[src/rtl/muldiv_pkg.sv]
// Shared encodings and constants for the RV32M multiply/divide unit.
package muldiv_pkg;

    typedef enum logic [2:0] {
        OP_MUL    = 3'b000,
        OP_MULH   = 3'b001,
        OP_MULHSU = 3'b010,
        OP_MULHU  = 3'b011,
        OP_DIV    = 3'b100,
        OP_DIVU   = 3'b101,
        OP_REM    = 3'b110,
        OP_REMU   = 3'b111
    } muldiv_op_e;

    typedef enum logic [1:0] {
        IDLE = 2'd0,
        MUL  = 2'd1,
        DIV  = 2'd2,
        DONE = 2'd3
    } muldiv_state_e;

    localparam logic [31:0] DIV0_QUOT = 32'hFFFF_FFFF;
    localparam logic [31:0] INT_MIN   = 32'h8000_0000;

endpackage

[src/rtl/muldiv_unit.sv]
// Iterative RV32M multiply/divide unit: shift-add multiply, restoring divide,
// one bit per cycle on a shared 64-bit working register.
module muldiv_unit
    import muldiv_pkg::*;
#(
    parameter int XLEN  = 32,
    parameter int CNT_W = 5
) (
    input  logic            i_clk,
    input  logic            i_rst_n,
    input  logic            i_valid,
    output logic            o_ready,
    input  logic [2:0]      i_funct3,
    input  logic [XLEN-1:0] i_rs1_data,
    input  logic [XLEN-1:0] i_rs2_data,
    input  logic [4:0]      i_rd,
    input  logic            i_flush,
    output logic            o_valid,
    input  logic            i_wb_ready,
    output logic [XLEN-1:0] o_result,
    output logic [4:0]      o_rd
);

    muldiv_state_e     state;
    muldiv_op_e        op;
    logic [CNT_W-1:0]  cnt;
    logic [2*XLEN-1:0] prod;
    logic [XLEN-1:0]   mcand;
    logic              neg_res;
    logic              neg_rem;

    muldiv_op_e        f3;
    logic              a_signed, b_signed, a_neg, b_neg;
    logic [XLEN-1:0]   a_mag, b_mag;
    logic              div0, ovf;
    logic [XLEN-1:0]   fast_res;
    logic [2*XLEN-1:0] first_step;
    logic [2*XLEN-1:0] step_mul, step_div, prod_fin;
    logic [XLEN-1:0]   quot_fin, rem_fin;

    // Low half holds the multiplier and shifts out LSB-first; sums enter at the top.
    function automatic logic [2*XLEN-1:0] mul_step(input logic [2*XLEN-1:0] p,
                                                  input logic [XLEN-1:0]   m);
        logic [XLEN:0] s;
        s = {1'b0, p[2*XLEN-1:XLEN]} + (p[0] ? {1'b0, m} : {(XLEN+1){1'b0}});
        return {s, p[XLEN-1:1]};
    endfunction

    // High half is the partial remainder, low half the dividend turning into the quotient.
    function automatic logic [2*XLEN-1:0] div_step(input logic [2*XLEN-1:0] p,
                                                  input logic [XLEN-1:0]   m);
        logic [XLEN:0] t;
        t = p[2*XLEN-1:XLEN-1] - {1'b0, m};
        return t[XLEN] ? {p[2*XLEN-2:0], 1'b0} : {t[XLEN-1:0], p[XLEN-2:0], 1'b1};
    endfunction

    always_comb begin
        f3       = muldiv_op_e'(i_funct3);
        a_signed = (f3 == OP_MULH) || (f3 == OP_MULHSU) || (f3 == OP_DIV) || (f3 == OP_REM);
        b_signed = (f3 == OP_MULH) || (f3 == OP_DIV) || (f3 == OP_REM);
        a_neg    = a_signed & i_rs1_data[XLEN-1];
        b_neg    = b_signed & i_rs2_data[XLEN-1];
        a_mag    = a_neg ? -i_rs1_data : i_rs1_data;
        b_mag    = b_neg ? -i_rs2_data : i_rs2_data;
        div0     = i_funct3[2] && (i_rs2_data == '0);
        ovf      = ((f3 == OP_DIV) || (f3 == OP_REM)) && (i_rs1_data == INT_MIN)
                   && (i_rs2_data == DIV0_QUOT);
        if (div0)
            fast_res = i_funct3[1] ? i_rs1_data : DIV0_QUOT;
        else
            fast_res = i_funct3[1] ? '0 : INT_MIN;
        first_step = i_funct3[2] ? div_step({{XLEN{1'b0}}, a_mag}, b_mag)
                                 : mul_step({{XLEN{1'b0}}, a_mag}, b_mag);

        step_mul = mul_step(prod, mcand);
        step_div = div_step(prod, mcand);
        prod_fin = neg_res ? -step_mul : step_mul;
        quot_fin = neg_res ? -step_div[XLEN-1:0] : step_div[XLEN-1:0];
        rem_fin  = neg_rem ? -step_div[2*XLEN-1:XLEN] : step_div[2*XLEN-1:XLEN];
    end

    assign o_ready = (state == IDLE);
    assign o_valid = (state == DONE);

    always_ff @(posedge i_clk or negedge i_rst_n) begin
        if (!i_rst_n) begin
            state    <= IDLE;
            op       <= OP_MUL;
            cnt      <= '0;
            prod     <= '0;
            mcand    <= '0;
            neg_res  <= 1'b0;
            neg_rem  <= 1'b0;
            o_result <= '0;
            o_rd     <= '0;
        end else if (i_flush) begin
            state <= IDLE;
        end else begin
            case (state)
                IDLE: if (i_valid) begin
                    op      <= f3;
                    o_rd    <= i_rd;
                    mcand   <= b_mag;
                    neg_res <= a_neg ^ b_neg;
                    neg_rem <= a_neg;
                    // The accept edge already performs the first of the XLEN iterations.
                    prod    <= first_step;
                    cnt     <= CNT_W'(XLEN - 2);
                    if (div0 || ovf) begin
                        o_result <= fast_res;
                        state    <= DONE;
                    end else begin
                        state <= i_funct3[2] ? DIV : MUL;
                    end
                end
                MUL: begin
                    prod <= step_mul;
                    cnt  <= cnt - 1'b1;
                    if (cnt == '0) begin
                        o_result <= (op == OP_MUL) ? prod_fin[XLEN-1:0] : prod_fin[2*XLEN-1:XLEN];
                        state    <= DONE;
                    end
                end
                DIV: begin
                    prod <= step_div;
                    cnt  <= cnt - 1'b1;
                    if (cnt == '0) begin
                        o_result <= op[1] ? rem_fin : quot_fin;
                        state    <= DONE;
                    end
                end
                DONE: if (i_wb_ready) state <= IDLE;
                default: state <= IDLE;
            endcase
        end
    end

endmodule

[config.mk]
export PLATFORM = sky130hd
export DESIGN_NAME = muldiv_unit
export DESIGN_NICKNAME = d
export VERILOG_FILES = /design/src/rtl/muldiv_pkg.sv /design/src/rtl/muldiv_unit.sv
export SDC_FILE = /design/constraint.sdc
export NUM_CORES = 1
export LEC_CHECK = 0
export ABC_CLOCK_PERIOD_IN_PS = 7400
export CORE_MARGIN = 4
export CORE_UTILIZATION = 23
export DETAILED_ROUTE_END_ITERATION = 12
export GPL_TIMING_DRIVEN = 0
export PLACE_DENSITY = 0.34
export SLEW_MARGIN = 20
export SYNTH_ARGS = -nofsm -noshare
export SYNTH_HDL_FRONTEND = slang
export SYNTH_SLANG_ARGS = --single-unit
[constraint.sdc]
create_clock -name i_clk -period 7.4 [get_ports i_clk]
set_clock_uncertainty 0.1 [all_clocks]
set_input_delay 2.22 -clock i_clk [delete_from_list [all_inputs] [get_ports i_clk]]
set_output_delay 2.22 -clock i_clk [all_outputs]
set_load 0.03 [all_outputs]
---- Word-level counts from Yosys, hierarchy flattened ----
Index checks and enable logic that the tools add are counted.
storage, ports and cells
  input bits .............................. 77
  output and inout port bits .............. 39
  register bits ........................... 145
  word-level logic and storage cells ...... 91
cells by class
  multiplexer cells ....................... 31
  add/sub/neg operators ................... 9
  bitwise logic cells ..................... 4
  equal/unequal tests ..................... 16
  reductions and logical operators ........ 22
operators by type and width
  kind                                                                count
  32-bit 2-to-1 mux                                                   15
  64-bit 2-to-1 mux                                                   5
  64-bit one-hot mux with 3 select lines                              1
  32-bit negation                                                     4
  32-bit one-hot mux with 3 select lines                              1
  32-bit equality test, second input constant                         2
  64-bit negation                                                     1
  32-bit by 32-bit adder with 33-bit output                           1
  1-bit by 32-bit subtractor with 33-bit output                       1
  33-bit by 32-bit subtractor with 33-bit output                      1
  32-bit logical NOT                                                  1
  2-bit 2-to-1 mux                                                    6
  3-bit AND reduction                                                 4
  5-bit one-hot mux with 2 select lines                               1
  1-bit logical OR                                                    7
  3-bit equality test, second input constant                          2
  2-bit != test, second input constant                                3
  3-bit by 2-bit != test with 1-bit output, second input constant     2
  2-bit one-hot mux with 3 select lines                               1
  6-bit AND reduction                                                 1
  5-bit logical NOT                                                   1
  5-bit 2-to-1 mux                                                    1
  5-bit by 1-bit subtractor with 5-bit output, second input constant  1
  2-bit equality test, second input constant                          2
  14 further kinds                                                    17

---- Longest topological paths before layout ----
Gate-level depths: netlist (run 1).
  depth in word-level cells ............... 11
  mapped depth ............................ 23
  mapped depth without buffers ............ 21

---- Least setup slack after synthesis (run 1) ----
OpenSTA, ideal clock, no wires.
  kind .................................... register -> register
  start point ............................. register prod[31]
  end point ............................... register o_result[24]
  buffers on the path ..................... 3
  stages on the path, launching flop included .. 23
  arrival ................................. 5.854 ns
  library setup time ...................... 0.066 ns
  setup slack ............................. 1.380 ns
  data required time ...................... 7.234 ns
  clock period less this slack ............ 6.020 ns
  cell sequence ........................... dfrtp_1 inv_1 ha_1 fa_1 nand2b_1 a21oi_2 a21oi_1 o211ai_2 a31oi_1 xnor2_2 clkbuf_1 buf_1 buf_2 mux2i_1 inv_1 ha_1 or4b_2 nor4_1 mux2i_1 nor4_2 a211oi_1 or4_1 nand2_1
on the way
  cells in the longest elaborated chain, start to end .. 7
  elaborated cells between the ends (all ways) .. 13
  those cells by class .................... add/sub: 4; mux: 9
RTL lines
  item                                            RTL line                              source
  start, declared                                 muldiv_unit.sv:27                     logic [2*XLEN-1:0] prod;
  start signal, assigned                          muldiv_unit.sv:107                    prod <= first_step;
  start signal, assigned                          muldiv_unit.sv:117                    prod <= step_mul;
  start signal, assigned                          muldiv_unit.sv:125                    prod <= step_div;
  33-bit by 32-bit subtractor with 33-bit output  muldiv_unit.sv:53                     t = p[2*XLEN-1:XLEN-1] - {1'b0, m};
  64-bit 2-to-1 mux                               muldiv_unit.sv:54                     return t[XLEN] ? {p[2*XLEN-2:0], 1'b0} : {t[XLEN-1:0], p[XLEN-2:0], 1'b1};
  32-bit negation, on equally long branches       muldiv_unit.sv:78, muldiv_unit.sv:79
  32-bit 2-to-1 mux, on equally long branches     muldiv_unit.sv:78, muldiv_unit.sv:79
  32-bit 2-to-1 mux                               muldiv_unit.sv:128                    o_result <= op[1] ? rem_fin : quot_fin;
  32-bit 2-to-1 mux                               muldiv_unit.sv:127                    if (cnt == '0) begin
  32-bit one-hot mux with 3 select lines (*)      muldiv_unit.sv:99                     case (state)
  end signal, assigned                            muldiv_unit.sv:110                    o_result <= fast_res;
  end signal, assigned                            muldiv_unit.sv:120                    o_result <= (op == OP_MUL) ? prod_fin[XLEN-1:0] : prod_fin[2*XLEN-1:XLEN];
  end signal, assigned                            muldiv_unit.sv:128
  end, declared                                   muldiv_unit.sv:20                     output logic [XLEN-1:0] o_result,
Every way passes the cells marked *; elsewhere a longest branch is shown, timed or not. The select of a mux whose other input is x is not followed.
A chain may end at the register's enable or synchronous reset.

---- Final worst setup path (run 1) ----
  start point ............................. register prod[31]
  end point ............................... register o_result[28]
The elaborated chain is that of the path after synthesis.

==> impl_metrics.yaml, run 1 <==
cts:
  cts_tree: "built"
  worstSkewPairLatency_ns: 0.52
  clock_sinks: 145
  clock_path_buffers: 2
  root_buffer: "clkbuf_16"
  cts.reportedPaths.clkPinSlew_ns: 0.10
  cts_buffers: 17
  htree_num_levels: 4
sta:
  rsz0062_at_grt: "yes"
  fmax_mhz: 139.1
  relSlewSlack_pct: 17.04
  report.final.slew_viol_count: 0
  fin_crit_sh_pct: 97.13
  hold_viol_final: 0
  period_needed_ns: 7.187
  tightestPinTransition_ns: 1.244
  setup_violations: 0
detailed_routing:
  avgRoutedWirePerCell_um: 31.60
  drtIter0Drc: 2349
  wl_mm: 121.2
  postRouteAntennaNets: 0
  routed_via_density: 5.872
  remaining_drc_errors: 0
  firstDrtPassIters: 5
  num_vias: 22530
final_layout:
  nNetsFinal: 2917
  area_growth_syn_to_layout_pct: 17.16
  drive_gt1_share_pct: 5.808
  final_common_cell: "nand2_1"
  post-route-cell-area_mm2: 0.02189
  layout_common_cells: "nand2_1 (312), o21ai_0 (250), nor2_1 (240)"
synth:
  syn_area_per_cell_um2: 7.108
  yosys.area.top_type_share_pct: 19.42
  synth_area_leaders: "dfrtp_1 (19%), o21ai_0 (6.7%), nand2_1 (6.3%)"
  synth_nets: 2787
  synth-async-reset-ratio_pct: 100.0
  ys_seq_area_share_pct: 19.42
  ys_seq_elements: 145
  syn_inst: 2629
  yosys_warnings: 0
  syn-cell-area_mm2: 0.01869
  synth_largest_area_cell: "dfrtp_1"
  synthFlopType: "dfrtp_1"
  synthDistinctLibCells: 90
  synth-edff-count: 0
critical_path:
  crit_family: "simple AND/OR/NAND/NOR gates"
  end_kind: "register"
  cp_data_required_time_ns: 7.67
  cp_slowest_cell: "or4b_2"
  cp-start-kind: "register"
  crit_chain: "inv_1 -> ha_1 -> fa_1 -> nand2b_1 -> a21oi_4 -> a21oi_2 -> o211ai_2 -> a31oi_1 -> xnor2_4 -> clkbuf_4 -> buf_6 -> buf_6 -> mux2i_1 -> inv_1 -> ha_1 -> or4b_2 -> nor4_2 -> mux2i_2 -> or4_1 -> or2_2 -> o211ai_1 -> nand3_1"
  crit_type: "register to register"
  worst-path-max-fanout: 10
  cp_slowest_stage_delay_ns: 0.69
  reg2reg_to: "o_result[28]$_DFFE_PN0P_"
  cp.arrival_ns: 7.45
  rrSetupSlack_ns: 0.21
  r2r_start: "prod[31]$_DFFE_PN0P_"
  path_buf_inv: 5
  reg2reg_depth: 22
placed_design:
  place_area_mm2: 0.02117
  gp_congestion: 0.9357
  hpwlAfterDp_mm: 98.33
  port_buffers: 108
hold_path:
  hold_path_depth: 2
  worstHoldPathType: "register to register"
  min-delay-start: "o_result[1]$_DFFE_PN0P_"
  hold_end: "o_result[1]$_DFFE_PN0P_"
status:
  status: "finished, final reports clean"
floorplan:
  start_util_pct: 23.20
  coreArea_mm2: 0.08055
  rows: 104
  die-area_mm2: 0.08587
  ios: 116
  die_x_um: 293.0
  die_h_um: 293.0
grt:
  grt_first_pass_wirelength_mm: 168.5
  antenna_found_initial: 8
  grt-ovfl-total: 0
  grt.total_usage_pct: 27.37
  grt_start_max_net_pins: 83
  first_global_vias: 21490
flow_run:
  cap_violations: 0
==> worst max-delay path by stage <==
stage / from / endpoint / slack [ns] / cells after the start
2_1_floorplan: prod[31]$_DFFE_PN0P_ / o_result[24]$_DFFE_PN0P_ / 1.38 / 22
3_3_place_gp: i_rst_n / o_rd[2]$_DFFE_PN0P_ / -3.07 / 1
3_5_place_dp: prod[31]$_DFFE_PN0P_ / o_result[24]$_DFFE_PN0P_ / -2.20 / 22
4_1_cts: prod[31]$_DFFE_PN0P_ / o_result[28]$_DFFE_PN0P_ / 0.03 / 22
5_1_grt: prod[31]$_DFFE_PN0P_ / o_result[28]$_DFFE_PN0P_ / -0.02 / 22
6_report: prod[31]$_DFFE_PN0P_ / o_result[28]$_DFFE_PN0P_ / 0.21 / 22
==> routing by layer <==
metal  share of wire, %  vias up  track usage [%]
li1                   -    10040                -
met1                 47    11410            39.81
met2                 44      956            42.47
met3                6.6      122            3.726
met4                2.6        2            7.186
met5              0.015        -                0
==> state kept, by name (all words and copies together) (netlist names) <==
register,flops
cnt,5
neg_res,1
op,3
o_rd,5
o_result,32
prod,64
mcand,32
neg_rem,1
state,2
==> kinds of logic (layout without fill, tap and decap cells) <==
logic type / Yosys count / after routing / synth area share, %
buffers and inverters: 290 / 433 / 5.999
AOI/OAI and AO/OA: 898 / 898 / 31.88
muxes: 61 / 61 / 3.475
other: 0 / 4 / 0
adders and majority gates: 81 / 81 / 5.504
DFF: 145 / 145 / 19.42
xor gates and xnor gates: 183 / 183 / 8.617
and+or+nand+nor: 971 / 971 / 25.11
==> final cells by class <==
cell class | instances | area (um^2)
Clock inverter | 13 | 143.9
Clock buffer | 19 | 452.9
Antenna cell | 4 | 10.01
Multi-Input combinational cell | 2194 | 14050
Inverter | 87 | 329.1
Tap cell | 1060 | 1326
Sequential cell | 145 | 3630
Fill cell | 9037 | 58650
Buffer | 201 | 810.8
Timing Repair Buffer | 113 | 1141
==> synthesized netlist by cell type (14+ instances only) <==
| cell type | number |
|---|---|
| nor3_1 | 81 |
| a221oi_1 | 35 |
| nand2_1 | 312 |
| o211a_1 | 15 |
| a21oi_1 | 172 |
| dfrtp_1 | 145 |
| and2_1 | 26 |
| a22o_1 | 14 |
| or4_1 | 32 |
| nand2b_1 | 19 |
| nor2_1 | 241 |
| ha_1 | 79 |
| clkbuf_1 | 174 |
| xnor2_1 | 95 |
| o211ai_1 | 33 |
| a211o_1 | 14 |
| o21ai_0 | 250 |
| mux2_2 | 31 |
| nand4_1 | 33 |
| o31ai_1 | 67 |
| a21o_1 | 25 |
| mux2i_1 | 30 |
| or3_1 | 47 |
| o21a_1 | 17 |
| buf_2 | 17 |
| inv_1 | 83 |
| or2_2 | 18 |
| nand3_1 | 58 |
| o22ai_1 | 15 |
| nor4_1 | 32 |
| a211oi_1 | 33 |
| a22oi_1 | 27 |
| xor2_1 | 87 |
| a31oi_1 | 36 |
| o221ai_1 | 14 |
==> stage by stage <==
step | TNS (ns) | setup slack [ns] | hold WS, ns | cells | utilization [%]
detailed placement | -35.75 | -2.201 | 0.3711 | 3800 | 26.28
global placement | -483.62 | -3.074 | 0.3665 | 3797 | 26.19
floorplan | 0 | 1.380 | 0.3498 | 2629 | -
global route | -0.02217 | -0.02217 | 0.4211 | 3832 | 27.17
CTS | 0 | 0.02831 | 0.3881 | 3832 | 27.10
finish | 0 | 0.2126 | 0.3790 | 3836 | 27.18
==> worst register-to-register path, cell delays in order (launching register included) <==
cell and delay (ns):
dfrtp_2 0.50, inv_1 0.22, ha_1 0.30, fa_1 0.41, nand2b_1 0.23, a21oi_4 0.32
a21oi_2 0.20, o211ai_2 0.31, a31oi_1 0.27, xnor2_4 0.28, clkbuf_4 0.31, buf_6 0.26
buf_6 0.29, mux2i_1 0.18, inv_1 0.08, ha_1 0.22, or4b_2 0.69, nor4_2 0.31
mux2i_2 0.24, or4_1 0.57, or2_2 0.34, o211ai_1 0.28, nand3_1 0.11
==> what timing repair did <==
item                       CTS  global route
cloned                       0             0
pin swaps                    1             1
hold buffers                 0             0
gates resized for setup     20            13
setup buffers                1             1
setup endpoints to repair   30            22
Power of run 1 is left out: the tool's default activity adds up to more than one toggle a clock period on the data nets, which glitch-free logic cannot reach.
==> inputs of run 2 (changes only) <==
--- a/config.mk
+++ b/config.mk
@@ -10,7 +10,7 @@
 export CORE_UTILIZATION = 23
 export DETAILED_ROUTE_END_ITERATION = 12
 export GPL_TIMING_DRIVEN = 0
-export PLACE_DENSITY = 0.34
+export PLACE_DENSITY_LB_ADDON = 0.3
 export SLEW_MARGIN = 20
 export SYNTH_ARGS = -nofsm -noshare
 export SYNTH_HDL_FRONTEND = slang
==> run 2 against run 1 <==
  * Critical path depth down 1
  * Die area unchanged
  * Non-clock buffer count down 2
  * Final cell count down 0.10%
  * Register-to-register slack worse by 0.13 ns
  * Utilization down 0.12 points
  * Cell area down 0.44%
  * First-iteration DRC count up 18%
  * Maximum frequency down 1.8%
  * Sequential share of layout area up 0.068 points
  * Count of clock-buffer cells in the layout down 1
  * Highest routed layer is now met4
==> impl_metrics.yaml, run 2 (synthesis results as in run 1) <==
status:
  status: "finished, final reports clean"
critical_path:
  cp.arrival_ns: 7.58
  reg2reg_to: "o_result[28]$_DFFE_PN0P_"
  end_kind: "register"
  cp_data_required_time_ns: 7.67
  rrSetupSlack_ns: 0.08
  cp-startpoint: "prod[31]$_DFFE_PN0P_"
  cp-start-kind: "register"
  worst-path-max-fanout: 19
  cp_slowest_stage_delay_ns: 0.68
  crit_end: "o_result[28]$_DFFE_PN0P_"
  r2r_start: "prod[31]$_DFFE_PN0P_"
  crit_chain: "inv_1 -> ha_1 -> fa_1 -> nand2b_1 -> a21oi_4 -> a21oi_1 -> o211ai_2 -> a31oi_1 -> xnor2_4 -> clkbuf_2 -> buf_4 -> mux2i_1 -> inv_1 -> ha_1 -> or4b_2 -> nor4_1 -> mux2i_1 -> or4_1 -> or2_2 -> o211ai_1 -> nand3_1"
  cp_slowest_cell: "or4b_2"
  reg2reg_depth: 21
  crit_type: "register to register"
  path_buf_inv: 4
  crit_family: "simple AND/OR/NAND/NOR gates"
  cp.depth: 21
grt:
  grt-ovfl-total: 0
  first_global_vias: 21160
  grt_start_max_net_pins: 83
  grt.total_usage_pct: 23.31
  grt_first_pass_wirelength_mm: 148.5
  antenna_found_initial: 2
final_layout:
  post-route-cell-area_mm2: 0.02180
  area_growth_syn_to_layout_pct: 16.65
  top_register: "prod"
  reg_top3: "prod: 64 flops, mcand: 32 flops, o_result: 32 flops"
  num-fill-cells: 8979
  final_util_pct: 27.06
  instances_no_fill: 3832
  drive_gt1_share_pct: 5.417
  nNetsFinal: 2915
  largest_reg_flops: 64
  layout_common_cells: "nand2_1 (312), o21ai_0 (250), nor2_1 (240)"
  final_common_cell: "nand2_1"
detailed_routing:
  firstDrtPassIters: 8
  postRouteAntennaNets: 0
  remaining_drc_errors: 0
  drtIter0Drc: 2774
  wl_mm: 104.0
  routed_via_density: 5.854
  num_vias: 22430
  avgRoutedWirePerCell_um: 27.13
floorplan:
  rows: 104
  coreArea_mm2: 0.08055
  die_h_um: 293.0
  ios: 116
  start_util_pct: 23.20
  die_x_um: 293.0
  die-area_mm2: 0.08587
sta:
  report.final.slew_viol_count: 0
  fmax_mhz: 136.7
  tightestPinTransition_ns: 1.108
  relSlewSlack_pct: 26.12
  period_needed_ns: 7.316
  setup_violations: 0
  hold_viol_final: 0
  fin_crit_sh_pct: 98.86
  rsz0062_at_grt: "no"
cts:
  cts_hold_buf: 0
  cts_tree: "built"
  cts_buffers: 17
  clock_sinks: 145
  htree_num_levels: 4
  worstSkewPairLatency_ns: 0.51
  clock_path_buffers: 2
  cts.reportedPaths.clkPinSlew_ns: 0.08
  root_buffer: "clkbuf_16"
placed_design:
  hpwlAfterDp_mm: 83.33
  port_buffers: 108
  gp_congestion: 1.001
  dp.cells: 3798
  place_area_mm2: 0.02115
hold_path:
  hold_path_depth: 2
  worstHoldPathType: "register to register"
flow_run:
  cap_violations: 0
[run 2: cell types whose count changed in the layout (fill, tap and decap cells not counted), sizes merged]
cell,change
diode,-1
buf,-3
inv,-1
bufinv,+1
clkinv,-3
clkinvlp,+3
[run 2: worst min-delay path, stage by stage (launching register included)]
cell and delay [ns]:
dfrtp_1 0.35, nand2_1 0.05, o21ai_0 0.06
[run 2: how the worst min path moves through the flow]
stage | from | to | slack (ns)
after floorplan | mcand[12]$_DFFE_PN0P_ | mcand[12]$_DFFE_PN0P_ | 0.35
after global placement | mcand[28]$_DFFE_PN0P_ | mcand[28]$_DFFE_PN0P_ | 0.36
after detailed placement | mcand[5]$_DFFE_PN0P_ | mcand[5]$_DFFE_PN0P_ | 0.37
after CTS | mcand[13]$_DFFE_PN0P_ | mcand[13]$_DFFE_PN0P_ | 0.39
after global routing | mcand[5]$_DFFE_PN0P_ | mcand[5]$_DFFE_PN0P_ | 0.40
final | mcand[5]$_DFFE_PN0P_ | mcand[5]$_DFFE_PN0P_ | 0.38
[run 2: what timing repair did]
item / CTS / global route
endpoints found under the setup margin: 22 / 15
buffers inserted: 2 / 0
pin swaps: 1 / 0
resized for setup: 13 / 6
[run 2: routing by layer]
| metal | share of wire (%) | track usage (%) | vias to the layer above |
|---|---|---|---|
| met2 | 42 | 34.68 | 1270 |
| met3 | 11 | 5.699 | 244 |
| li1 | - | - | 10040 |
| met1 | 43 | 32.13 | 10880 |
| met5 | 0 | 0 | - |
| met4 | 4.6 | 9.752 | 0 |
[run 2: through the flow]
| step | worst slack, ns | hold WS [ns] | setup TNS [ns] |
|---|---|---|---|
| 3_5_place_dp | -1.305 | 0.3727 | -23.80 |
| 5_1_grt | 0.04194 | 0.3994 | 0 |
| 2_1_floorplan | 1.380 | 0.3498 | 0 |
| 6_report | 0.08440 | 0.3843 | 0 |
| 3_3_place_gp | -2.819 | 0.3627 | -426.97 |
| 4_1_cts | 0.1979 | 0.3882 | 0 |
[run 2: cell type report]
| class | instances | area, um^2 | area share [%] |
|---|---|---|---|
| diodes | 3 | 7.507 | 0.03444 |
| plain buffers | 201 | 797.0 | 3.656 |
| clock buffers | 18 | 439.2 | 2.015 |
| clock inverters | 13 | 128.9 | 0.5912 |
| inverters | 87 | 326.6 | 1.498 |
| multi-input cells | 2194 | 14010 | 64.30 |
| flip-flops and latches | 145 | 3628 | 16.65 |
| well taps | 1060 | 1326 | 6.085 |
| repair buffers | 111 | 1129 | 5.178 |
Power of run 2 is left out for the same reason.
==> inputs of run 3 (changes only) <==
==> constraint.sdc (replaced) <==
create_clock -name i_clk -period 7.4 [get_ports i_clk]
set_clock_uncertainty 0.1 [all_clocks]
set_input_delay 0.74 -clock i_clk [delete_from_list [all_inputs] [get_ports i_clk]]
set_output_delay 0.74 -clock i_clk [all_outputs]
set_load 0.03 [all_outputs]
==> run 3 against run 2 <==
  * Critical path depth did not move
  * Routed wire length fell by 0.11%
  * Worst setup slack improved by 0.019 ns
  * Sequential share of layout area barely moved
  * Global-route usage barely moved
  * Register-to-register slack improved by 0.02 ns
==> impl_metrics.yaml, run 3 (synthesis results as in run 1) <==
status:
  status: "finished, final reports clean"
sta:
  hold_viol_final: 0
  tightestPinTransition_ns: 1.306
  holdWs_ns: 0.1172
  period_needed_ns: 7.297
  rsz0062_at_grt: "no"
  setup_violations: 0
  fin_ws_ns: 0.1033
  relSlewSlack_pct: 12.95
  fmax_mhz: 137.0
  fin_crit_sh_pct: 98.60
  report.final.slew_viol_count: 0
detailed_routing:
  num_vias: 22520
  postRouteAntennaNets: 0
  routed_via_density: 5.878
  remaining_drc_errors: 0
  drtIter0Drc: 2899
  firstDrtPassIters: 7
  avgRoutedWirePerCell_um: 27.11
  wl_mm: 103.8
cts:
  root_buffer: "clkbuf_16"
  cts.reportedPaths.clkPinSlew_ns: 0.08
  cts_hold_buf: 0
  clock_sinks: 145
  cts_buffers: 17
  cts_tree: "built"
  htree_num_levels: 4
  worstSkewPairLatency_ns: 0.50
  clock_path_buffers: 2
floorplan:
  die-area_mm2: 0.08587
  coreArea_mm2: 0.08055
  rows: 104
  ios: 116
  die_h_um: 293.0
  start_util_pct: 23.20
  die_x_um: 293.0
grt:
  grt_first_pass_wirelength_mm: 148.5
  antenna_found_initial: 2
  grt-ovfl-total: 0
  grt_start_max_net_pins: 83
  first_global_vias: 21170
  grt.total_usage_pct: 23.30
final_layout:
  final_common_cell: "nand2_1"
  final_util_pct: 27.03
  drive_gt1_share_pct: 5.237
  layout_common_cells: "nand2_1 (312), o21ai_0 (250), nor2_1 (241)"
  top_register: "prod"
  reg_top3: "prod: 64 flops, mcand: 32 flops, o_result: 32 flops"
  nNetsFinal: 2915
  area_growth_syn_to_layout_pct: 16.52
  instances_no_fill: 3831
  largest_reg_flops: 64
placed_design:
  hpwlAfterDp_mm: 83.33
  port_buffers: 108
  dp.cells: 3798
  dp_slack_ns: -1.305
  gp_congestion: 1.001
critical_path:
  end_kind: "register"
  reg2reg_to: "o_result[28]$_DFFE_PN0P_"
  reg2reg_depth: 21
  worst-path-max-fanout: 19
  rrSetupSlack_ns: 0.10
  cp_data_required_time_ns: 7.67
  cp.arrival_ns: 7.57
  cp-start-kind: "register"
  crit_type: "register to register"
  r2r_start: "prod[31]$_DFFE_PN0P_"
flow_run:
  cap_violations: 0
hold_path:
  worstHoldPathType: "primary input to async pin"
==> run 3: cell types whose count changed in the layout (fill, tap and decap cells not counted), sizes merged <==
cell	before	now
diode	3	2
==> run 3: area by class of cell <==
| type | count | area (um^2) |
|---|---|---|
| diodes | 2 | 5.005 |
| plain buffers | 201 | 795.8 |
| clock buffers | 18 | 439.2 |
| clock inverters | 13 | 128.9 |
| fillers | 8983 | 58770 |
| inverters | 87 | 326.6 |
| multi-input cells | 2194 | 13990 |
| flip-flops and latches | 145 | 3628 |
| well taps | 1060 | 1326 |
| repair buffers | 111 | 1129 |
==> run 3: how the worst max path moves through the flow <==
| stage | slack (ns) | from | end | cells past startpoint |
|---|---|---|---|---|
| finish | 0.10 | prod[31]$_DFFE_PN0P_ | o_result[28]$_DFFE_PN0P_ | 21 |
| global route | 0.05 | prod[31]$_DFFE_PN0P_ | o_result[28]$_DFFE_PN0P_ | 21 |
| CTS | 0.20 | prod[31]$_DFFE_PN0P_ | o_result[28]$_DFFE_PN0P_ | 21 |
| detailed placement | -1.31 | prod[31]$_DFFE_PN0P_ | o_result[24]$_DFFE_PN0P_ | 22 |
| global placement | -1.38 | prod[31]$_DFFE_PN0P_ | o_result[24]$_DFFE_PN0P_ | 22 |
| floorplan | 1.38 | prod[31]$_DFFE_PN0P_ | o_result[24]$_DFFE_PN0P_ | 22 |
==> run 3: per-layer routing <==
metal	wire, um	vias up	part of all wire [%]	track usage (%)
li1	-	10030	-	-
met1	44560	10950	43	32.09
met2	43910	1296	42	34.71
met3	10700	241	10	5.699
met4	4679	0	4.5	9.728
met5	0	-	0	0
==> run 3: repair_timing <==
action / in CTS / in global routing
resized for setup: 10 / 3
buffers inserted: 2 / 0
gates cloned: 0 / 0
pin swaps: 1 / 0
endpoints found under the setup margin: 12 / 5
==> run 3: stage by stage <==
stage,setup TNS [ns],instance area (um^2)
finish,0,21770
global route,0,21770
CTS,0,21750
detailed placement,-11.50,21150
global placement,-200.26,21090
floorplan,0,18690
==> run 3: worst max-delay path: stages (launching register included) <==
cell and delay (ns):
dfrtp_1 0.57, inv_1 0.26, ha_1 0.30, fa_1 0.41, nand2b_1 0.22, a21oi_4 0.30
a21oi_1 0.24, o211ai_2 0.27, a31oi_1 0.27, xnor2_4 0.32, clkbuf_2 0.36, buf_4 0.41
mux2i_1 0.20, inv_1 0.09, ha_1 0.23, or4b_2 0.68, nor4_1 0.27, mux2i_1 0.32
or4_1 0.57, or2_2 0.32, o211ai_1 0.30, nand3_1 0.11
Power of run 3 is left out for the same reason.
